### config.mk
export PLATFORM = sky130hd
export DESIGN_NAME = phy_tx_stripe_serializer
export DESIGN_NICKNAME = d
export VERILOG_FILES = /design/src/rtl/phy_tx_pkg.sv /design/src/rtl/phy_tx_lane_shifter.sv /design/src/rtl/phy_tx_stripe_serializer.sv
export SDC_FILE = /design/constraint.sdc
export NUM_CORES = 1
export LEC_CHECK = 0
export ABC_AREA = 1
export CAP_MARGIN = 5
export CORE_ASPECT_RATIO = 1.75
export CORE_MARGIN = 1
export CORE_UTILIZATION = 30
export DETAILED_ROUTE_END_ITERATION = 12
export GPL_ROUTABILITY_DRIVEN = 0
export PLACE_DENSITY = 0.58
export SYNTH_ARGS = -nofsm -noshare
export SYNTH_HDL_FRONTEND = slang
export SYNTH_SLANG_ARGS = --single-unit
### constraint.sdc
create_clock -name clk_32f -period 3.45 [get_ports clk_32f]
set_input_delay 1.035 -clock clk_32f [delete_from_list [all_inputs] [get_ports clk_32f]]
set_output_delay 1.035 -clock clk_32f [all_outputs]
set_load 0.005 [all_outputs]
### src/rtl/phy_tx_pkg.sv
// Shared types and constants for the PHY transmit stripe serializer.
// Covers the frame geometry, the idle symbol and the configuration legality rule.
package phy_tx_pkg;

  localparam logic [7:0] K28_5 = 8'hBC;

  typedef enum logic {
    STARTUP,
    RUN
  } tx_state_e;

  typedef struct packed {
    int unsigned p;
    int unsigned bpl;
  } frame_geom_t;

  // p is the frame length in cycles (bits per lane); bpl is the number of bytes per lane per frame.
  function automatic frame_geom_t frame_geom(int unsigned data_w, int unsigned lanes);
    frame_geom_t g;
    g.p   = data_w / lanes;
    g.bpl = data_w / (8 * lanes);
    return g;
  endfunction

  function automatic bit cfg_legal(int unsigned data_w, int unsigned lanes);
    return ((lanes == 1) || (lanes == 2) || (lanes == 4)) &&
           (data_w != 0) && ((data_w % (8 * lanes)) == 0);
  endfunction

endpackage

### src/rtl/phy_tx_lane_shifter.sv
// One serial lane: a P-bit register that loads a whole frame at a boundary,
// otherwise shifts left, and presents its MSB as the line bit.
module phy_tx_lane_shifter #(
  parameter int P = 16
) (
  input  logic         clk_i,
  input  logic         rst_i,
  input  logic         load_i,
  input  logic [P-1:0] frame_i,
  output logic         bit_o
);

  logic [P-1:0] shift_q, shift_d;

  always_comb begin
    shift_d = load_i ? frame_i : {shift_q[P-2:0], 1'b0};
  end

  always_ff @(posedge clk_i or posedge rst_i) begin
    if (rst_i) begin
      shift_q <= '0;
    end else begin
      shift_q <= shift_d;
    end
  end

  assign bit_o = shift_q[P-1];

endmodule

### src/rtl/phy_tx_stripe_serializer.sv
// Word-to-lane transmit serializer: stripes accepted words byte-wise across LANES
// serial lanes, fills empty frames with the idle symbol and forces idles after reset.
module phy_tx_stripe_serializer
  import phy_tx_pkg::*;
#(
  parameter int          DATA_W    = 32,
  parameter int          LANES     = 2,
  parameter logic [7:0]  IDLE_BYTE = K28_5,
  parameter int          MIN_IDLE  = 4,
  parameter int          CNT_W     = 16
) (
  input  logic              clk_32f,
  input  logic              reset,
  input  logic [DATA_W-1:0] data_in,
  input  logic              valid_in,
  output logic              ready_out,
  output logic [LANES-1:0]  data_out,
  output logic [LANES-1:0]  valid_out,
  output logic [CNT_W-1:0]  word_cnt
);

  localparam frame_geom_t     GEOM        = frame_geom(DATA_W, LANES);
  localparam int              P           = int'(GEOM.p);
  localparam int              BPL         = int'(GEOM.bpl);
  localparam int              BC_W        = (P > 1) ? $clog2(P) : 1;
  localparam logic [BC_W-1:0] LAST_BIT    = BC_W'(P - 1);
  localparam tx_state_e       RESET_STATE = (MIN_IDLE == 0) ? RUN : STARTUP;

  if (!cfg_legal(DATA_W, LANES) || (MIN_IDLE < 0) || (MIN_IDLE > 255)) begin : g_bad_cfg
    $error("phy_tx_stripe_serializer: illegal DATA_W/LANES/MIN_IDLE combination");
  end

  tx_state_e                   state_q, state_d;
  logic [BC_W-1:0]             bit_cnt_q, bit_cnt_d;
  logic [7:0]                  idle_cnt_q, idle_cnt_d;
  logic [CNT_W-1:0]            word_cnt_q, word_cnt_d;
  logic [LANES-1:0]            valid_q, valid_d;
  logic                        boundary;
  logic                        xfer;
  logic [LANES-1:0][P-1:0]     lane_frame;

  assign boundary  = (bit_cnt_q == LAST_BIT);
  assign ready_out = (state_q == RUN) && boundary;
  assign xfer      = ready_out && valid_in;

  // Frame sequencing: bit counter wrap, startup idle accounting and the word counter
  // all change only on a boundary edge.
  always_comb begin
    state_d    = state_q;
    bit_cnt_d  = bit_cnt_q + BC_W'(1);
    idle_cnt_d = idle_cnt_q;
    word_cnt_d = word_cnt_q;
    valid_d    = valid_q;
    if (boundary) begin
      bit_cnt_d = '0;
      valid_d   = {LANES{xfer}};
      if (xfer) begin
        word_cnt_d = word_cnt_q + CNT_W'(1);
      end
      if (state_q == STARTUP) begin
        idle_cnt_d = idle_cnt_q + 8'd1;
        if (({1'b0, idle_cnt_q} + 9'd1) >= 9'(MIN_IDLE)) begin
          state_d = RUN;
        end
      end
    end
  end

  always_ff @(posedge clk_32f or posedge reset) begin
    if (reset) begin
      state_q    <= RESET_STATE;
      bit_cnt_q  <= LAST_BIT;
      idle_cnt_q <= '0;
      word_cnt_q <= '0;
      valid_q    <= '0;
    end else begin
      state_q    <= state_d;
      bit_cnt_q  <= bit_cnt_d;
      idle_cnt_q <= idle_cnt_d;
      word_cnt_q <= word_cnt_d;
      valid_q    <= valid_d;
    end
  end

  // Byte k lands on lane k%LANES in slot k/LANES; slot 0 sits in the MSBs so it leaves first.
  always_comb begin
    lane_frame = '0;
    for (int l = 0; l < LANES; l++) begin
      for (int s = 0; s < BPL; s++) begin
        lane_frame[l][P-1-8*s -: 8] = xfer ? data_in[DATA_W-1-8*(s*LANES+l) -: 8] : IDLE_BYTE;
      end
    end
  end

  for (genvar l = 0; l < LANES; l++) begin : g_lane
    phy_tx_lane_shifter #(
      .P(P)
    ) u_shift (
      .clk_i  (clk_32f),
      .rst_i  (reset),
      .load_i (boundary),
      .frame_i(lane_frame[l]),
      .bit_o  (data_out[l])
    );
  end

  assign valid_out = valid_q;
  assign word_cnt  = word_cnt_q;

endmodule

==> results of run 1 <==
## final timing paths
path,slack [ps],depth (start not counted),from,end
setup / recovery,620,4,bit_cnt_q[0]$_DFF_PP1_,ready_out
hold / removal,470,1,g_lane[0].u_shift.shift_q[0]$_DFF_PP0_,g_lane[0].u_shift.shift_q[1]$_DFF_PP0_
hold reg to reg,470,1,g_lane[0].u_shift.shift_q[0]$_DFF_PP0_,g_lane[0].u_shift.shift_q[1]$_DFF_PP0_
min in group asynchronous,1270,3,reset,g_lane[0].u_shift.shift_q[11]$_DFF_PP0_
setup reg to reg,1440,7,bit_cnt_q[0]$_DFF_PP1_,word_cnt[11]$_DFFE_PP0P_
max in group asynchronous,1670,3,reset,word_cnt[8]$_DFFE_PP0P_
## per-stage QoR
stage          area (um2)  instances  utilization [%]  total power, mW
6_report             3674        465            41.82            1.673
3_3_place_gp         3373        449            38.40           0.8009
3_5_place_dp         3373        449            38.40           0.8005
5_1_grt              3674        465            41.82            1.729
2_1_floorplan        2740        287                -           0.7525
4_1_cts              3674        465            41.82            1.698
## registers in the layout, indices dropped and copies added (netlist names)
| name | cells |
|---|---|
| g_lane.u_shift.shift_q | 32 |
| valid_out | 1 |
| word_cnt | 16 |
| idle_cnt_q | 8 |
| bit_cnt_q | 4 |
| state_q | 1 |
## cells in the final DEF (no fill, tap or decap), types with 2 or more instances in the layout
cell type,netlist,final
inv_1,46,45
clkinv_2,0,3
ha_1,3,3
o21ai_0,7,7
nor2_1,18,18
nand2_1,58,58
nand4_1,6,6
clkbuf_16,0,9
nor3_1,4,4
xnor2_1,4,4
dfrtp_1,58,58
nor2_2,4,4
nand3_1,12,12
buf_4,3,2
a22o_1,10,10
clkdlybuf4s50_1,0,55
dfstp_2,4,4
o22ai_1,20,20
inv_2,1,2
xor2_1,14,14
## cells in the mapped netlist
cell / count
nand4_1: 6
o21ai_0: 7
nor3_1: 4
buf_6: 2
xor2_1: 14
nor2_2: 4
inv_2: 1
ha_1: 3
or2_2: 1
a22o_1: 10
nor3_2: 1
dfrtp_1: 58
nand3_1: 12
nor2_1: 18
buf_2: 6
o22ai_1: 20
nor2_4: 1
nand2_4: 1
nand2_1: 58
clkbuf_1: 1
nor2b_2: 1
inv_1: 46
dfstp_2: 4
nand3_2: 1
buf_4: 3
xnor2_1: 4
## report_power, final
part,internal [mW],switching (mW)
Clock,0.575,0.312
Sequential,0.728,0
Combinational,0.0355,0.0224
## cell families after synthesis
| group | synth area share (%) |
|---|---|
| AND/OR/NAND/NOR | 17.72 |
| flip-flops | 56.80 |
| buffers and inverters | 9.315 |
| AO/OA/AOI/OAI | 9.041 |
| XOR/XNOR | 5.753 |
| adder cells (fa/ha/maj) | 1.370 |
## final cells by class
cell class | instances | area share [%]
clock buffers | 10 | 6.505
repair buffers | 57 | 15.40
well taps | 117 | 3.985
flip-flops and latches | 62 | 42.37
multi-input cells | 166 | 25.27
inverters | 47 | 4.802
clock inverters | 6 | 1.669
## metal layers
layer  vias up  routed length [um]
li1       1027                   -
met1      1011                2666
met2        44                3243
met3         8                 215
met4         0                 111
met5         -                   0
==> results_dict.tcl, run 1 <==
set metrics [dict create \
    run_status "complete, no violations" \
    drt-pass1-iter-count 4 \
    setup.worst_path.start_class "register" \
    numCtsBuffers 9 \
    worstPathMaxFanout 3 \
    coreArea_um2 8783 \
    place_worst_setup_slack_ps 837.7 \
    cp.required_ps 2410 \
    total_half_perimeter_wirelength_after_legalization_and_detailed_placement_um 4355 \
    number_of_global_route_vias_before_repair 2174 \
    slew_headroom_pct 46.99 \
    finClkSkew_ps 4.979 \
    max_clock_freq_ghz 0.3536 \
    fin_ws_ps 622.0 \
    hold_viol 0 \
    setup_viol 0 \
    fin_tns_setup_ps 0 \
    globalRouteOverflowTotal 0 \
    drt-wirelength-per-cell_um 13.41 \
    synth_top_area_cell "dfrtp_1" \
    finalNetCount 381 \
    design.portCount 56 \
    unrepaired_setup_endpoints_after_global_routing "no" \
    ctsResizeCount 0 \
    synth_seq_cells 62 \
    fin_hold_ws_ps 470.4 \
    worst-slew-pin-transition_ps 794.3 \
    finalMaxSlewViolations 0 \
    final_routed_wirelength_across_all_metal_layers_um 6237 \
    fp.dieW_um 74.25 \
    globalRouteMet3Util_pct 3.289 \
    fillers 906 \
    seqCellArea_um2 1556 \
    clock_sink_count 62 \
    cts_buffer_depth 2 \
    synth.area.top_cells "dfrtp_1 53%, nand2_1 7.9%, inv_1 6.3%" \
    routing_usage_on_met1_pct 17.22 \
    cpLargestDelayFamily "flip-flops" \
    grt_use_total_pct 14.46 \
    worst_path_max_delay_cell "dfstp_2" \
    drtAntennaViolNets 0 \
    synthesis.yosys.warnings 0 \
    timing.final.crit_share_pct 81.97 \
    postSynthAreaPerCell_um2 9.547 \
    capturing_element_type_of_the_critical_path "output port" \
    timing.critical_path.cells "ha_1 -> nand3_2 -> nor2_4 -> clkdlybuf4s50_1" \
    port_buffers 55 \
    crit_buf_inv 1 \
    tritoncts "yes" \
    total_area_of_multi_input_combinational_cells_um2 928.4 \
    die_footprint_um2 9535 \
    yosys.cell_types.count 26 \
    cts-root-buf "clkbuf_16" \
    drive_gt1_share_pct 9.770 \
    drtIter0Drc 143 \
    routed_via_count_divided_by_cell_count 4.495 \
    path_class "register to output port" \
    grt.met2_usage_pct 24.22 \
    power.static_leakage_nw 1.683 \
    post_cts.repair.setup_buffers 0 \
    max_cap_violations 0 \
    period_needed_ps 2828 \
    synth_cells 287 \
    area_delta_synth_final_pct 34.06 \
    vdd.ir_drop.worst_mv 0.2844 \
    dr_total_vias 2090 \
    grt_first_pass_wirelength_um 10250 \
    fp-row-count 45 \
    h_tree_levels 3 \
    die_height_um 128.4 \
    power-per-cell-area_nw_per_um2 455.5 \
    worst_skew_pair.late_latency_ps 320 \
    cp.arrival_ps 1790 \
    clock_pin_slew_on_the_worst_setup_and_hold_paths_ps 50 \
    grt_max_degree 63 \
    antenna_violations_before_repair 0 \
    slowest_delay_ps 540 \
    hold_path_class "register to register" \
    synth.net_count 325 \
    globalRoute.busiestLayer "met2" \
    mapped_area_um2 2740 \
    synth_largest_type_area_fraction_pct 52.97 \
    n_antenna_cell 0 \
    seq_area_frac_synth_pct 56.80 \
    starting_density_of_the_core_pct 31.20 \
    drc 0 \
    holdBufCountCts 0 \
]
(Power assumes the default switching activity.)
==> run 2, diff against run 1 <==
==> constraint.sdc (replaced) <==
create_clock -name clk_32f -period 2.9 [get_ports clk_32f]
set_input_delay 0.87 -clock clk_32f [delete_from_list [all_inputs] [get_ports clk_32f]]
set_output_delay 0.87 -clock clk_32f [all_outputs]
set_load 0.005 [all_outputs]
==> run 2 against run 1 <==
  * Register-to-register slack lost 500 ps
  * Core utilization up 0.21 points
  * Final cell count rose by 0.65%
  * Clock skew about the same
  * Die area did not move
  * Count of clock-buffer cells in the layout is 2 higher
==> results_dict.tcl, run 2 (synthesized netlist as in run 1, its figures left out) <==
set metrics [dict create \
    cpLargestDelayFamily "flip-flops" \
    antenna_violations_before_repair 0 \
    grt_first_pass_wirelength_um 10480 \
    period_needed_ps 2671 \
    cp.arrival_ps 1800 \
    path_class "register to output port" \
    ctsResizeCount 0 \
    final_routed_wirelength_across_all_metal_layers_um 6275 \
    clock_sink_count 62 \
    max_cap_violations 0 \
    worst_skew_pair.late_latency_ps 330 \
    globalRoute.busiestLayer "met2" \
    fp-row-count 45 \
    total_half_perimeter_wirelength_after_legalization_and_detailed_placement_um 4520 \
    worst-slew-pin-transition_ps 591.4 \
    worstReg2RegEnd "g_lane[0].u_shift.shift_q[5]$_DFF_PP0_" \
    finClkSkew_ps 4.700 \
    power.static_leakage_nw 1.690 \
    largest_register_ffs 32 \
    drive_gt1_share_pct 9.687 \
    globalRouteOverflowTotal 0 \
    fin_tns_setup_ps 0 \
    die_footprint_um2 9535 \
    timing.final.crit_share_pct 92.10 \
    hold_viol 0 \
    worstPathMaxFanout 3 \
    area_delta_synth_final_pct 34.75 \
    slew_headroom_pct 60.52 \
    finalMaxSlewViolations 0 \
    cts-root-buf "clkbuf_16" \
    worstSetupStartpoint "bit_cnt_q[0]$_DFF_PP1_" \
    coreArea_um2 8783 \
    crit_buf_inv 1 \
    dr_total_vias 2086 \
    grt_use_total_pct 14.96 \
    finalNetCount 384 \
    cp.required_ps 2030 \
    numCtsBuffers 9 \
    registers.top_by_ff_count "g_lane.u_shift.shift_q" \
    drt-wirelength-per-cell_um 13.41 \
    worst_setup_path_endpoint "ready_out" \
    die_height_um 128.4 \
    vdd.ir_drop.worst_mv 0.2840 \
    drc 0 \
    number_of_global_route_vias_before_repair 2173 \
    clock_pin_slew_on_the_worst_setup_and_hold_paths_ps 50 \
    routing_usage_on_met1_pct 17.94 \
    hold_path_class "register to register" \
    fp.dieW_um 74.25 \
    h_tree_levels 3 \
    globalRouteMet3Util_pct 4.464 \
    drtAntennaViolNets 0 \
    starting_density_of_the_core_pct 31.20 \
    timing.critical_path.cells "ha_1 -> nand3_2 -> nor2_4 -> clkdlybuf4s50_1" \
    drt-pass1-iter-count 4 \
    max_clock_freq_ghz 0.3744 \
    post_cts.repair.setup_buffers 0 \
    setup.worst_path.start_class "register" \
    tritoncts "yes" \
    routed_via_count_divided_by_cell_count 4.457 \
    n_antenna_cell 0 \
    number_of_cell_instances_on_the_worst_register_to_register_path 7 \
    finish.instance_area_um2 3692 \
    cts_buffer_depth 2 \
    fillers 905 \
    slowest_delay_ps 540 \
    power-per-cell-area_nw_per_um2 532.8 \
    unrepaired_setup_endpoints_after_global_routing "no" \
    grt.met2_usage_pct 24.87 \
    grt_max_degree 29 \
    run_status "complete, no violations" \
    placed_area_um2 3408 \
    mostFrequentLayoutCells "58 x nand2_1, 58 x dfrtp_1, 55 x clkdlybuf4s50_1, 45 x inv_1, 20 x o22ai_1" \
    setup_viol 0 \
    design.portCount 56 \
    capturing_element_type_of_the_critical_path "output port" \
    port_buffers 55 \
    drtIter0Drc 97 \
    holdBufCountCts 0 \
    reg2reg_setup_slack_ps 940 \
    timing.critical_path.depth 4 \
    worst_path_max_delay_cell "dfstp_2" \
    r2r-start "bit_cnt_q[0]$_DFF_PP1_" \
]
-- run 2: cell count changes in the layout (fill, tap and decap cells not counted), sizes merged --
cell | before | now
clkbuf | 10 | 12
buf | 2 | 5
clkinv | 4 | 2
-- run 2: routing by layer --
layer / up-vias / wire (um)
met5: - / 0
met4: 0 / 113
met3: 9 / 265
met2: 42 / 3227
met1: 1002 / 2668
li1: 1033 / -
-- run 2: how the worst min path moves through the flow --
stage | startpoint | to | slack, ps | cells past startpoint
after global placement | g_lane[1].u_shift.shift_q[2]$_DFF_PP0_ | g_lane[1].u_shift.shift_q[3]$_DFF_PP0_ | 450 | 2
after CTS | g_lane[0].u_shift.shift_q[8]$_DFF_PP0_ | g_lane[0].u_shift.shift_q[9]$_DFF_PP0_ | 480 | 1
after floorplan | g_lane[0].u_shift.shift_q[14]$_DFF_PP0_ | g_lane[0].u_shift.shift_q[15]$_DFF_PP0_ | 450 | 2
after detailed placement | g_lane[0].u_shift.shift_q[14]$_DFF_PP0_ | g_lane[0].u_shift.shift_q[15]$_DFF_PP0_ | 460 | 2
final | g_lane[0].u_shift.shift_q[8]$_DFF_PP0_ | g_lane[0].u_shift.shift_q[9]$_DFF_PP0_ | 470 | 1
after global routing | g_lane[0].u_shift.shift_q[8]$_DFF_PP0_ | g_lane[0].u_shift.shift_q[9]$_DFF_PP0_ | 480 | 1
-- run 2: report_power, final --
group	total [mW]	switching (mW)	internal, mW
logic	0.0725	0.0276	0.0450
registers	0.867	0	0.867
clock network	1.03	0.366	0.662
-- run 2: cell type report --
| type | instances | area [um2] | share of cell area, % |
|---|---|---|---|
| sequential | 62 | 1556 | 42.16 |
| multi-input combinational | 166 | 928.4 | 25.14 |
| timing repair buffer | 60 | 600.6 | 16.27 |
| clock buffer | 12 | 236.5 | 6.405 |
| inverter | 47 | 176.4 | 4.778 |
| tap | 117 | 146.4 | 3.965 |
| clock inverter | 4 | 47.55 | 1.288 |
-- run 2: stage by stage --
step | total power, mW | setup WS (ps) | cells | hold slack (ps) | utilization, %
global placement | 0.9562 | 595.2 | 452 | 452.7 | 38.80
CTS | 1.990 | 201.2 | 468 | 476.1 | 42.04
global route | 2.047 | 145.3 | 468 | 481.6 | 42.04
finish | 1.967 | 229.2 | 468 | 470.1 | 42.04
detailed placement | 0.9558 | 559.7 | 452 | 462.3 | 38.80
floorplan | 0.8952 | 495.2 | 287 | 447.6 | -
==> run 3, diff against run 2 <==
--- a/config.mk
+++ b/config.mk
@@ -12,7 +12,7 @@
 export CORE_UTILIZATION = 30
 export DETAILED_ROUTE_END_ITERATION = 12
 export GPL_ROUTABILITY_DRIVEN = 0
-export PLACE_DENSITY = 0.58
+export PLACE_DENSITY = 0.6
 export SYNTH_ARGS = -nofsm -noshare
 export SYNTH_HDL_FRONTEND = slang
 export SYNTH_SLANG_ARGS = --single-unit
==> constraint.sdc (replaced) <==
create_clock -name clk_32f -period 2.3 [get_ports clk_32f]
set_input_delay 0.69 -clock clk_32f [delete_from_list [all_inputs] [get_ports clk_32f]]
set_output_delay 0.69 -clock clk_32f [all_outputs]
set_load 0.005 [all_outputs]
==> run 3 against run 2 <==
  * Global-route usage down 0.49 points
  * First-iteration DRC count up 15%
  * Critical path depth unchanged
  * Sequential share of layout area shrank 0.76 points
  * Non-clock buffer count is 4 higher
  * Wire length fell by 0.88%
  * Clock power increased by 30%
  * Power rose by 28%
  * Register-to-register slack got worse by 430 ps
  * Via count is 1.2% higher
  * Combinational power rose by 24%
  * Critical endpoint unchanged
  * Largest cell class unchanged
==> results_dict.tcl, run 3 (synthesized netlist as in run 1, its figures left out) <==
set metrics [dict create \
    area_delta_synth_final_pct 37.21 \
    tritoncts "yes" \
    total_half_perimeter_wirelength_after_legalization_and_detailed_placement_um 4469 \
    holdBufCountCts 0 \
    finalMaxSlewViolations 0 \
    number_of_cell_instances_on_the_worst_register_to_register_path 8 \
    finish.instance_area_um2 3760 \
    cp.arrival_ps 1470 \
    drt-pass1-iter-count 4 \
    vdd.ir_drop.worst_mv 0.3541 \
    timing.critical_path.depth 4 \
    starting_density_of_the_core_pct 31.20 \
    total_area_of_multi_input_combinational_cells_um2 948.4 \
    slew_headroom_pct 68.90 \
    drc 0 \
    hold_viol 0 \
    metal_1_wl_um 2614 \
    worst_skew_pair.late_latency_ps 320 \
    worst_setup_path_endpoint "ready_out" \
    worst-slew-pin-transition_ps 463.0 \
    unrepaired_setup_endpoints_after_global_routing "no" \
    seqCellArea_um2 1556 \
    clock_sink_count 62 \
    n_antenna_cell 0 \
    met3RoutedLength_um 201 \
    grt_first_pass_wirelength_um 10290 \
    cts-root-buf "clkbuf_16" \
    largest_register_ffs 32 \
    power-per-cell-area_nw_per_um2 671.2 \
    worst_path_max_delay_cell "dfstp_2" \
    port_buffers 55 \
    antenna_violations_before_repair 0 \
    clock_pin_slew_on_the_worst_setup_and_hold_paths_ps 50 \
    max_clock_freq_ghz 0.4629 \
    coreArea_um2 8783 \
    worstSetupStartpoint "bit_cnt_q[0]$_DFF_PP1_" \
    h_tree_levels 3 \
    registers.top_by_ff_count "g_lane.u_shift.shift_q" \
    path_class "register to output port" \
    globalRouteOverflowTotal 0 \
    final_routed_wirelength_across_all_metal_layers_um 6220 \
    cts_buffer_depth 2 \
    fin_tns_setup_ps 0 \
    numCtsBuffers 9 \
    reg2reg_setup_slack_ps 510 \
    die_height_um 128.4 \
    period_needed_ps 2161 \
    crit_buf_inv 1 \
    finClkSkew_ps 3.543 \
    run_status "complete, no violations" \
    dr_total_vias 2110 \
    drt-wirelength-per-cell_um 13.18 \
    r2r-start "bit_cnt_q[0]$_DFF_PP1_" \
    die_footprint_um2 9535 \
    capturing_element_type_of_the_critical_path "output port" \
    worstReg2RegEnd "word_cnt[11]$_DFFE_PP0P_" \
    drtIter0Drc 112 \
    setup_viol 0 \
    report.power.total_mw 2.524 \
    hold_path_class "register to register" \
    worstPathMaxFanout 2 \
    max_cap_violations 0 \
    cp.required_ps 1610 \
    fin_hold_ws_ps 465.8 \
    slowest_delay_ps 550 \
    placed_area_um2 3423 \
    routed_via_count_divided_by_cell_count 4.470 \
    fp.dieW_um 74.25 \
    timing.critical_path.cells "ha_4 -> nand3_4 -> nor2_4 -> dlygate4sd2_1" \
    fp-row-count 45 \
    fillers 914 \
    grt_use_total_pct 14.47 \
    top_layer "met4" \
    power.static_leakage_nw 1.725 \
    mostFrequentLayoutCells "58 x nand2_1, 58 x dfrtp_1, 54 x clkdlybuf4s50_1, 45 x inv_1, 20 x o22ai_1" \
    finalNetCount 388 \
    timing.final.crit_share_pct 93.94 \
    drive_gt1_share_pct 11.27 \
    design.portCount 56 \
    drtAntennaViolNets 0 \
    cpLargestDelayFamily "flip-flops" \
    number_of_global_route_vias_before_repair 2219 \
    setup.worst_path.start_class "register" \
    met2_length_um 3286 \
    grt_max_degree 28 \
]
## run 3: final cells by class
class                           count  share of cell area (%)
Sequential cell                    62                   41.40
Multi-Input combinational cell    166                   25.22
Timing Repair Buffer               64                   16.74
Clock buffer                       13                   6.922
Inverter                           47                   4.692
Tap cell                          117                   3.893
Clock inverter                      3                   1.131
## run 3: where the power goes
| part | internal [mW] | switching [mW] |
|---|---|---|
| Sequential | 1.09 | 0 |
| Combinational | 0.0565 | 0.0335 |
| Clock | 0.895 | 0.446 |
| Total | 2.04 | 0.479 |
## run 3: through the flow
stage               util (%)  cells  setup slack, ps
floorplan                  -    287            75.22
global placement       38.97    454            162.7
detailed placement     38.97    454            135.5
CTS                    42.81    472            133.6
global route           42.81    472            77.69
finish                 42.81    472            139.5
## run 3: routing by layer
| metal | vias up | global-route usage (%) |
|---|---|---|
| li1 | 1042 | - |
| met1 | 1015 | 17.32 |
| met2 | 42 | 24.28 |
| met3 | 11 | 3.054 |
| met4 | 0 | 6.881 |
| met5 | - | 0 |
## run 3: how the worst min path moves through the flow
| stage | to | start | cells after the start | slack, ps |
|---|---|---|---|---|
| 6_report | g_lane[1].u_shift.shift_q[1]$_DFF_PP0_ | g_lane[1].u_shift.shift_q[0]$_DFF_PP0_ | 1 | 470 |
| 5_1_grt | g_lane[0].u_shift.shift_q[1]$_DFF_PP0_ | g_lane[0].u_shift.shift_q[0]$_DFF_PP0_ | 1 | 500 |
| 4_1_cts | g_lane[1].u_shift.shift_q[1]$_DFF_PP0_ | g_lane[1].u_shift.shift_q[0]$_DFF_PP0_ | 1 | 470 |
| 3_5_place_dp | g_lane[1].u_shift.shift_q[1]$_DFF_PP0_ | g_lane[1].u_shift.shift_q[0]$_DFF_PP0_ | 1 | 460 |
| 3_3_place_gp | g_lane[0].u_shift.shift_q[1]$_DFF_PP0_ | g_lane[0].u_shift.shift_q[0]$_DFF_PP0_ | 1 | 450 |
| 2_1_floorplan | g_lane[0].u_shift.shift_q[15]$_DFF_PP0_ | g_lane[0].u_shift.shift_q[14]$_DFF_PP0_ | 2 | 450 |
## run 3: what timing repair did
item | in CTS | in global routing
resized for setup | 4 | 0
setup endpoints to repair | 1 | 0
setup buffers | 2 | 0
endpoints found under the hold margin | 0 | 0
